**config.mk**
```make
export PLATFORM = sky130hd
export DESIGN_NAME = mac_booth_r4_seq
export DESIGN_NICKNAME = d
export VERILOG_FILES = /design/src/rtl/mac_booth_pkg.sv /design/src/rtl/booth_r4_digit_pp.sv /design/src/rtl/mac_booth_r4_seq.sv
export SDC_FILE = /design/constraint.sdc
export NUM_CORES = 1
export LEC_CHECK = 0
export ABC_CLOCK_PERIOD_IN_PS = 11100
export BUFFER_PORTS_ARGS = -buffer_cell sky130_fd_sc_hd__buf_4
export CORE_ASPECT_RATIO = 0.7
export CORE_MARGIN = 2
export CORE_UTILIZATION = 51
export DETAILED_ROUTE_END_ITERATION = 16
export GPL_ROUTABILITY_DRIVEN = 0
export PLACE_DENSITY = 0.69
export SLEW_MARGIN = 20
export SYNTH_ARGS = -nofsm -noshare
export SYNTH_HDL_FRONTEND = slang
export SYNTH_SLANG_ARGS = --single-unit
```
**constraint.sdc**
```tcl
create_clock -name clk -period 11.1 [get_ports clk]
set_clock_uncertainty 0.2 [all_clocks]
set_input_delay 0.555 -clock clk [delete_from_list [all_inputs] [get_ports clk]]
set_output_delay 0.555 -clock clk [all_outputs]
set_load 0.03 [all_outputs]
```
**src/rtl/mac_booth_pkg.sv**
```systemverilog
// Shared types and the radix-4 Booth recoding function for the mac_booth_r4_seq unit.
package mac_booth_pkg;

    typedef enum logic [1:0] {IDLE, CALC, DONE} state_t;

    typedef enum logic [2:0] {ZERO, POS1, POS2, NEG1, NEG2} digit_t;

    // Triplet is {b[2i+1], b[2i], b[2i-1]}; weights are -2*b[2i+1] + b[2i] + b[2i-1].
    function automatic digit_t booth_digit(input logic [2:0] triplet);
        digit_t d;
        case (triplet)
            3'b001, 3'b010: d = POS1;
            3'b011:         d = POS2;
            3'b100:         d = NEG2;
            3'b101, 3'b110: d = NEG1;
            default:        d = ZERO;
        endcase
        return d;
    endfunction

endpackage

```
**src/rtl/booth_r4_digit_pp.sv**
```systemverilog
// Combinational radix-4 Booth term: digit(triplet) * a_ext, shifted left by shift_i bits.
module booth_r4_digit_pp
    import mac_booth_pkg::*;
#(
    parameter int WIDTH = 24,
    parameter int PW    = 2 * WIDTH + 4,
    parameter int SHW   = $clog2(PW)
) (
    input  logic [2:0]       triplet_i,
    input  logic [WIDTH+1:0] a_ext_i,
    input  logic [SHW-1:0]   shift_i,
    output logic [PW-1:0]    pp_o
);

    digit_t          digit;
    logic [PW-1:0]   a_wide;
    logic [PW-1:0]   mag;

    // NOTE: every variable gets a value on every path through always_comb so no latch is inferred.
    always_comb begin
        digit  = booth_digit(triplet_i);
        a_wide = PW'($signed(a_ext_i));
        mag    = '0;
        case (digit)
            POS1:    mag = a_wide;
            POS2:    mag = a_wide << 1;
            NEG1:    mag = -a_wide;
            NEG2:    mag = -(a_wide << 1);
            default: mag = '0;
        endcase
    end

    assign pp_o = mag << shift_i;

endmodule

```
**src/rtl/mac_booth_r4_seq.sv**
```systemverilog
// Iterative radix-4 Booth multiply-accumulate with valid/ready handshakes.
// Define MAC_BOOTH_SATURATE_EN to saturate the accumulator and drive a sticky ovf flag.
module mac_booth_r4_seq
    import mac_booth_pkg::*;
#(
    parameter int WIDTH = 24,
    parameter int ACC_W = 56
) (
    input  logic             clk,
    input  logic             rst,
    input  logic             in_valid,
    output logic             in_ready,
    input  logic [WIDTH-1:0] a,
    input  logic [WIDTH-1:0] b,
    input  logic             is_signed,
    input  logic             acc_en,
    output logic             out_valid,
    input  logic             out_ready,
    output logic [ACC_W-1:0] result,
    output logic             ovf
);

    localparam int ITER = (WIDTH + 2) / 2;
    localparam int PW   = 2 * WIDTH + 4;
    localparam int CW   = $clog2(ITER + 1);
    localparam int SHW  = $clog2(PW);

    state_t           state_q;
    logic [WIDTH+1:0] a_ext_q;
    logic [WIDTH+2:0] b_sh_q;
    logic             signed_q;
    logic             acc_en_q;
    logic [PW-1:0]    pp_q;
    logic [CW-1:0]    cnt_q;
    logic [ACC_W-1:0] acc_q;
    logic             ovf_q;
    logic             in_ready_q;
    logic             out_valid_q;

    logic [SHW-1:0]   shift;
    logic [PW-1:0]    pp_term;
    logic [PW-1:0]    pp_d;
    logic [ACC_W-1:0] acc_base;
    logic [ACC_W-1:0] prod_ext;
    logic [ACC_W-1:0] acc_d;
    logic             sat_hit;

    // b_sh_q keeps b_ext with a zero appended below bit 0, so [2:0] is always the current triplet.
    assign shift = SHW'({cnt_q, 1'b0});

    booth_r4_digit_pp #(
        .WIDTH (WIDTH),
        .PW    (PW),
        .SHW   (SHW)
    ) u_digit_pp (
        .triplet_i (b_sh_q[2:0]),
        .a_ext_i   (a_ext_q),
        .shift_i   (shift),
        .pp_o      (pp_term)
    );

    assign pp_d = pp_q + pp_term;

    always_comb begin
        acc_base = acc_en_q ? acc_q : '0;
        if (signed_q) prod_ext = ACC_W'($signed(pp_d[2*WIDTH-1:0]));
        else          prod_ext = ACC_W'(pp_d[2*WIDTH-1:0]);
    end

`ifdef MAC_BOOTH_SATURATE_EN
    logic [ACC_W:0] sum;

    always_comb begin
        sum     = {1'b0, acc_base} + {1'b0, prod_ext};
        acc_d   = sum[ACC_W-1:0];
        sat_hit = 1'b0;
        if (signed_q) begin
            if ((acc_base[ACC_W-1] == prod_ext[ACC_W-1]) && (sum[ACC_W-1] != acc_base[ACC_W-1])) begin
                sat_hit = 1'b1;
                acc_d   = acc_base[ACC_W-1] ? {1'b1, {(ACC_W-1){1'b0}}} : {1'b0, {(ACC_W-1){1'b1}}};
            end
        end else if (sum[ACC_W]) begin
            sat_hit = 1'b1;
            acc_d   = '1;
        end
    end
`else
    always_comb begin
        acc_d   = acc_base + prod_ext;
        sat_hit = 1'b0;
    end
`endif

    // NOTE: all state here updates with non-blocking assignments so every register samples pre-edge values.
    always_ff @(posedge clk) begin
        if (rst) begin
            state_q     <= IDLE;
            a_ext_q     <= '0;
            b_sh_q      <= '0;
            signed_q    <= 1'b0;
            acc_en_q    <= 1'b0;
            pp_q        <= '0;
            cnt_q       <= '0;
            acc_q       <= '0;
            ovf_q       <= 1'b0;
            in_ready_q  <= 1'b1;
            out_valid_q <= 1'b0;
        end else begin
            case (state_q)
                IDLE: begin
                    if (in_valid && in_ready_q) begin
                        a_ext_q    <= is_signed ? {{2{a[WIDTH-1]}}, a} : {2'b00, a};
                        b_sh_q     <= is_signed ? {{2{b[WIDTH-1]}}, b, 1'b0} : {2'b00, b, 1'b0};
                        signed_q   <= is_signed;
                        acc_en_q   <= acc_en;
                        pp_q       <= '0;
                        cnt_q      <= '0;
                        in_ready_q <= 1'b0;
                        state_q    <= CALC;
                    end
                end
                CALC: begin
                    pp_q   <= pp_d;
                    b_sh_q <= {{2{b_sh_q[WIDTH+2]}}, b_sh_q[WIDTH+2:2]};
                    cnt_q  <= cnt_q + CW'(1);
                    if (cnt_q == CW'(ITER - 1)) begin
                        acc_q       <= acc_d;
                        ovf_q       <= (acc_en_q & ovf_q) | sat_hit;
                        out_valid_q <= 1'b1;
                        state_q     <= DONE;
                    end
                end
                DONE: begin
                    if (out_ready) begin
                        out_valid_q <= 1'b0;
                        in_ready_q  <= 1'b1;
                        state_q     <= IDLE;
                    end
                end
                default: state_q <= IDLE;
            endcase
        end
    end

    assign in_ready  = in_ready_q;
    assign out_valid = out_valid_q;
    assign result    = acc_q;
    assign ovf       = ovf_q;

endmodule

```
==> impl_metrics.csv <==
group,metric,value,unit
synth,synthFlopType,"dfxtp_1",
cells_and_area,nets,2209,
worst_setup_path,cp.required,11.30,ns
cells_and_area,n_antenna_cell,0,
cts,cts_tree,"yes",
timing,setup_violations,0,
worst_setup_path,startpoint_type,"register",
floorplanning,dieArea,0.0301,mm²
floorplanning,coreArea,0.0280,mm²
timing,relSlewSlack,24.3,%
worst_setup_path,critical_path_buf_inv_count,2,
power_and_ir_drop,p_total,1.89,mW
synth,syn-cell-area,0.0147,mm²
place,dpl.hpwl,29900,µm
floorplanning,rows,51,
worst_setup_path,crit_top_cell,"o21ai_0",
synth,async_reset_ff_share,0,%
floorplanning,die_h,146,µm
cells_and_area,drive_gt1_share,10.1,%
timing,rsz0062_at_grt,"no",
cts,postCtsSetupBuffers,0,
drt,viasPerCell,6.06,
cells_and_area,fin_cells,2433,
floorplanning,fp.dieW,207,µm
timing,period_share,93.7,%
timing,tightest_slew,1.14,ns
timing,holdWs,0.141,ns
cts,h-tree-depth,4,
cells_and_area,area_growth,10.4,%
cells_and_area,fin_area,0.0162,mm²
cts,cts_buffers,17,
timing,maxSlewViolCount,0,
run_status,status,"finished clean",
timing,layout_setup_ws,0.704,ns
worst_setup_path,criticalPathCategory,"register to register",
synth,synth_seq_area_share,22.8,%
global_routing,grt_antenna_before_repair,0,
worst_setup_path,cp.arrival,10.59,ns
global_routing,grt_usage,27.6,%
worst_setup_path,cp-end-kind,"register",
global_routing,grt_overflow,0,
job,cap_violations,0,
worst_setup_path,max_stage_delay,0.64,ns
place,dp_cells,2401,
synth,synth_area_leaders,"dfxtp_1 (23%), ha_1 (8.9%), a21oi_1 (8.6%)",
worst_hold_path,min_path_type,"primary input to register",
place,place_ws,0.680,ns
cts,cts.sinks,167,
power_and_ir_drop,vdd_ir_drop_max,113,µV
synth,synth-edff-count,0,
floorplanning,initial_core_util,52.3,%
drt,drc,0,
power_and_ir_drop,p_leak,7.22,nW
power_and_ir_drop,powerDensity,117,mW/mm²
synth,synth_area_leader_cell,"dfxtp_1",
cts,cts-root-buf,"clkbuf_16",
synth,syn_nets,2188,
timing,hold_violations,0,
floorplanning,ios,113,
cts,cts_buffer_depth,2,
cells_and_area,postLayoutCoreUtil,57.7,%
synth,synth_seq_cells,167,
global_routing,grt_pass1_wl,68500,µm
timing,max_freq,96.2,MHz
drt,first_pass_iters,6,
drt,routed_wl,42000,µm
synth,synth_most_common_cell,"nand2_1",
global_routing,grt_start_max_net_pins,101,
place,dpl_cell_area,0.0156,mm²
worst_setup_path,path_max_fanout,8,
worst_setup_path,cpLargestDelayFamily,"compound AO/OA/AOI/OAI gates",
drt,ant_nets,0,
timing,min_period,10.40,ns
drt,first_iter_violations,1371,
worst_setup_path,crit_slowest_cell,"a2111oi_0",
drt,avgRoutedWirePerCell,17.3,µm
synth,synth_cell_types,93,
synth,yosys_warnings,0,
synth,synthCells,2028,
cts,insertion_delay,0.46,ns
drt,vias,14700,
synth,yosysTopAreaCellShare,22.8,%
cts,clk_pin_slew,0.07,ns
synth,yosys-top-cells-count,"nand2_1 (321), a21oi_1 (251), nor2_1 (175)",
global_routing,grt_pass1_vias,13300,
place,port-buffer-count,112,
synth,syn_avg_cell_area,7.23,µm²
timing,tns,0,ns
==> layer usage <==
layer	wire length [µm]	global-route usage, %
met1	20800	41.6
met3	3020	5.04
met5	0	0
met4	506	5.86
met2	17700	40.3
==> logic make-up (layout without fill, tap and decap cells) <==
| family | after synthesis | after routing | share of synthesized area, % |
|---|---|---|---|
| compound gates | 623 | 623 | 26.7 |
| xor+xnor | 109 | 109 | 6.74 |
| fa+ha+maj | 107 | 107 | 9.23 |
| buf+inv | 167 | 201 | 4.65 |
| flops | 167 | 167 | 22.8 |
| mux | 63 | 63 | 4.56 |
| simple gates | 792 | 792 | 25.3 |
==> layout make-up <==
cell class | instances | area (µm²)
well taps | 371 | 464
flip-flops and latches | 167 | 3350
multi-input cells | 1694 | 10700
repair buffers | 128 | 961
clock inverters | 14 | 141
fillers | 2672 | 11800
clock buffers | 18 | 429
inverters | 41 | 154
==> worst min-delay path: stages <==
cell and delay [ns]:
buf_4 0.11, nand2_1 0.04, a21oi_1 0.05
==> placed cells by master, fill, tap and decap left out, drive strengths merged, types with 21 or more instances in the layout <==
cell type  count
buf          128
nor3          23
a21oi        251
or3           21
ha           104
mux2i         60
nand3         89
a21o          67
xnor2         75
nor2         175
nand2        321
a311oi        28
inv           48
xor2          34
and2          60
a22oi         26
dfxtp        167
o21ai        103
==> report_power, final <==
group	total [mW]	internal, mW	leakage (nW)	switching [mW]
sequential	0.657	0.626	1.36	0.0318
clock	0.607	0.315	0.260	0.291
combinational	0.621	0.226	5.60	0.395
total	1.89	1.17	7.22	0.719
==> flip-flops by register name, indices dropped and copies added, names as in the netlist <==
| register | flops |
|---|---|
| acc_en_q | 1 |
| state_q | 2 |
| in_ready | 1 |
| pp_q | 48 |
| result | 56 |
| signed_q | 1 |
| out_valid | 1 |
| b_sh_q | 27 |
| a_ext_q | 25 |
| ovf | 1 |
| cnt_q | 4 |
==> what timing repair did <==
item | 4_1_cts | 5_1_grt
resized for setup | 0 | 3
hold endpoints to repair | 0 | 0
hold buffers | 0 | 0
endpoints found under the setup margin | 0 | 8
==> final timing paths <==
| path | start | endpoint | slack (ns) | cells after the start |
|---|---|---|---|---|
| hold reg to reg | b_sh_q[26]$_SDFFE_PP0P_ | b_sh_q[26]$_SDFFE_PP0P_ | 0.26 | 2 |
| setup / recovery | a_ext_q[0]$_SDFFE_PP0P_ | result[51]$_SDFFE_PP0P_ | 0.70 | 37 |
| hold / removal | a[2] | a_ext_q[2]$_SDFFE_PP0P_ | 0.14 | 3 |
| setup reg to reg | a_ext_q[0]$_SDFFE_PP0P_ | result[51]$_SDFFE_PP0P_ | 0.70 | 37 |
Power figures use the tool's default switching activity.
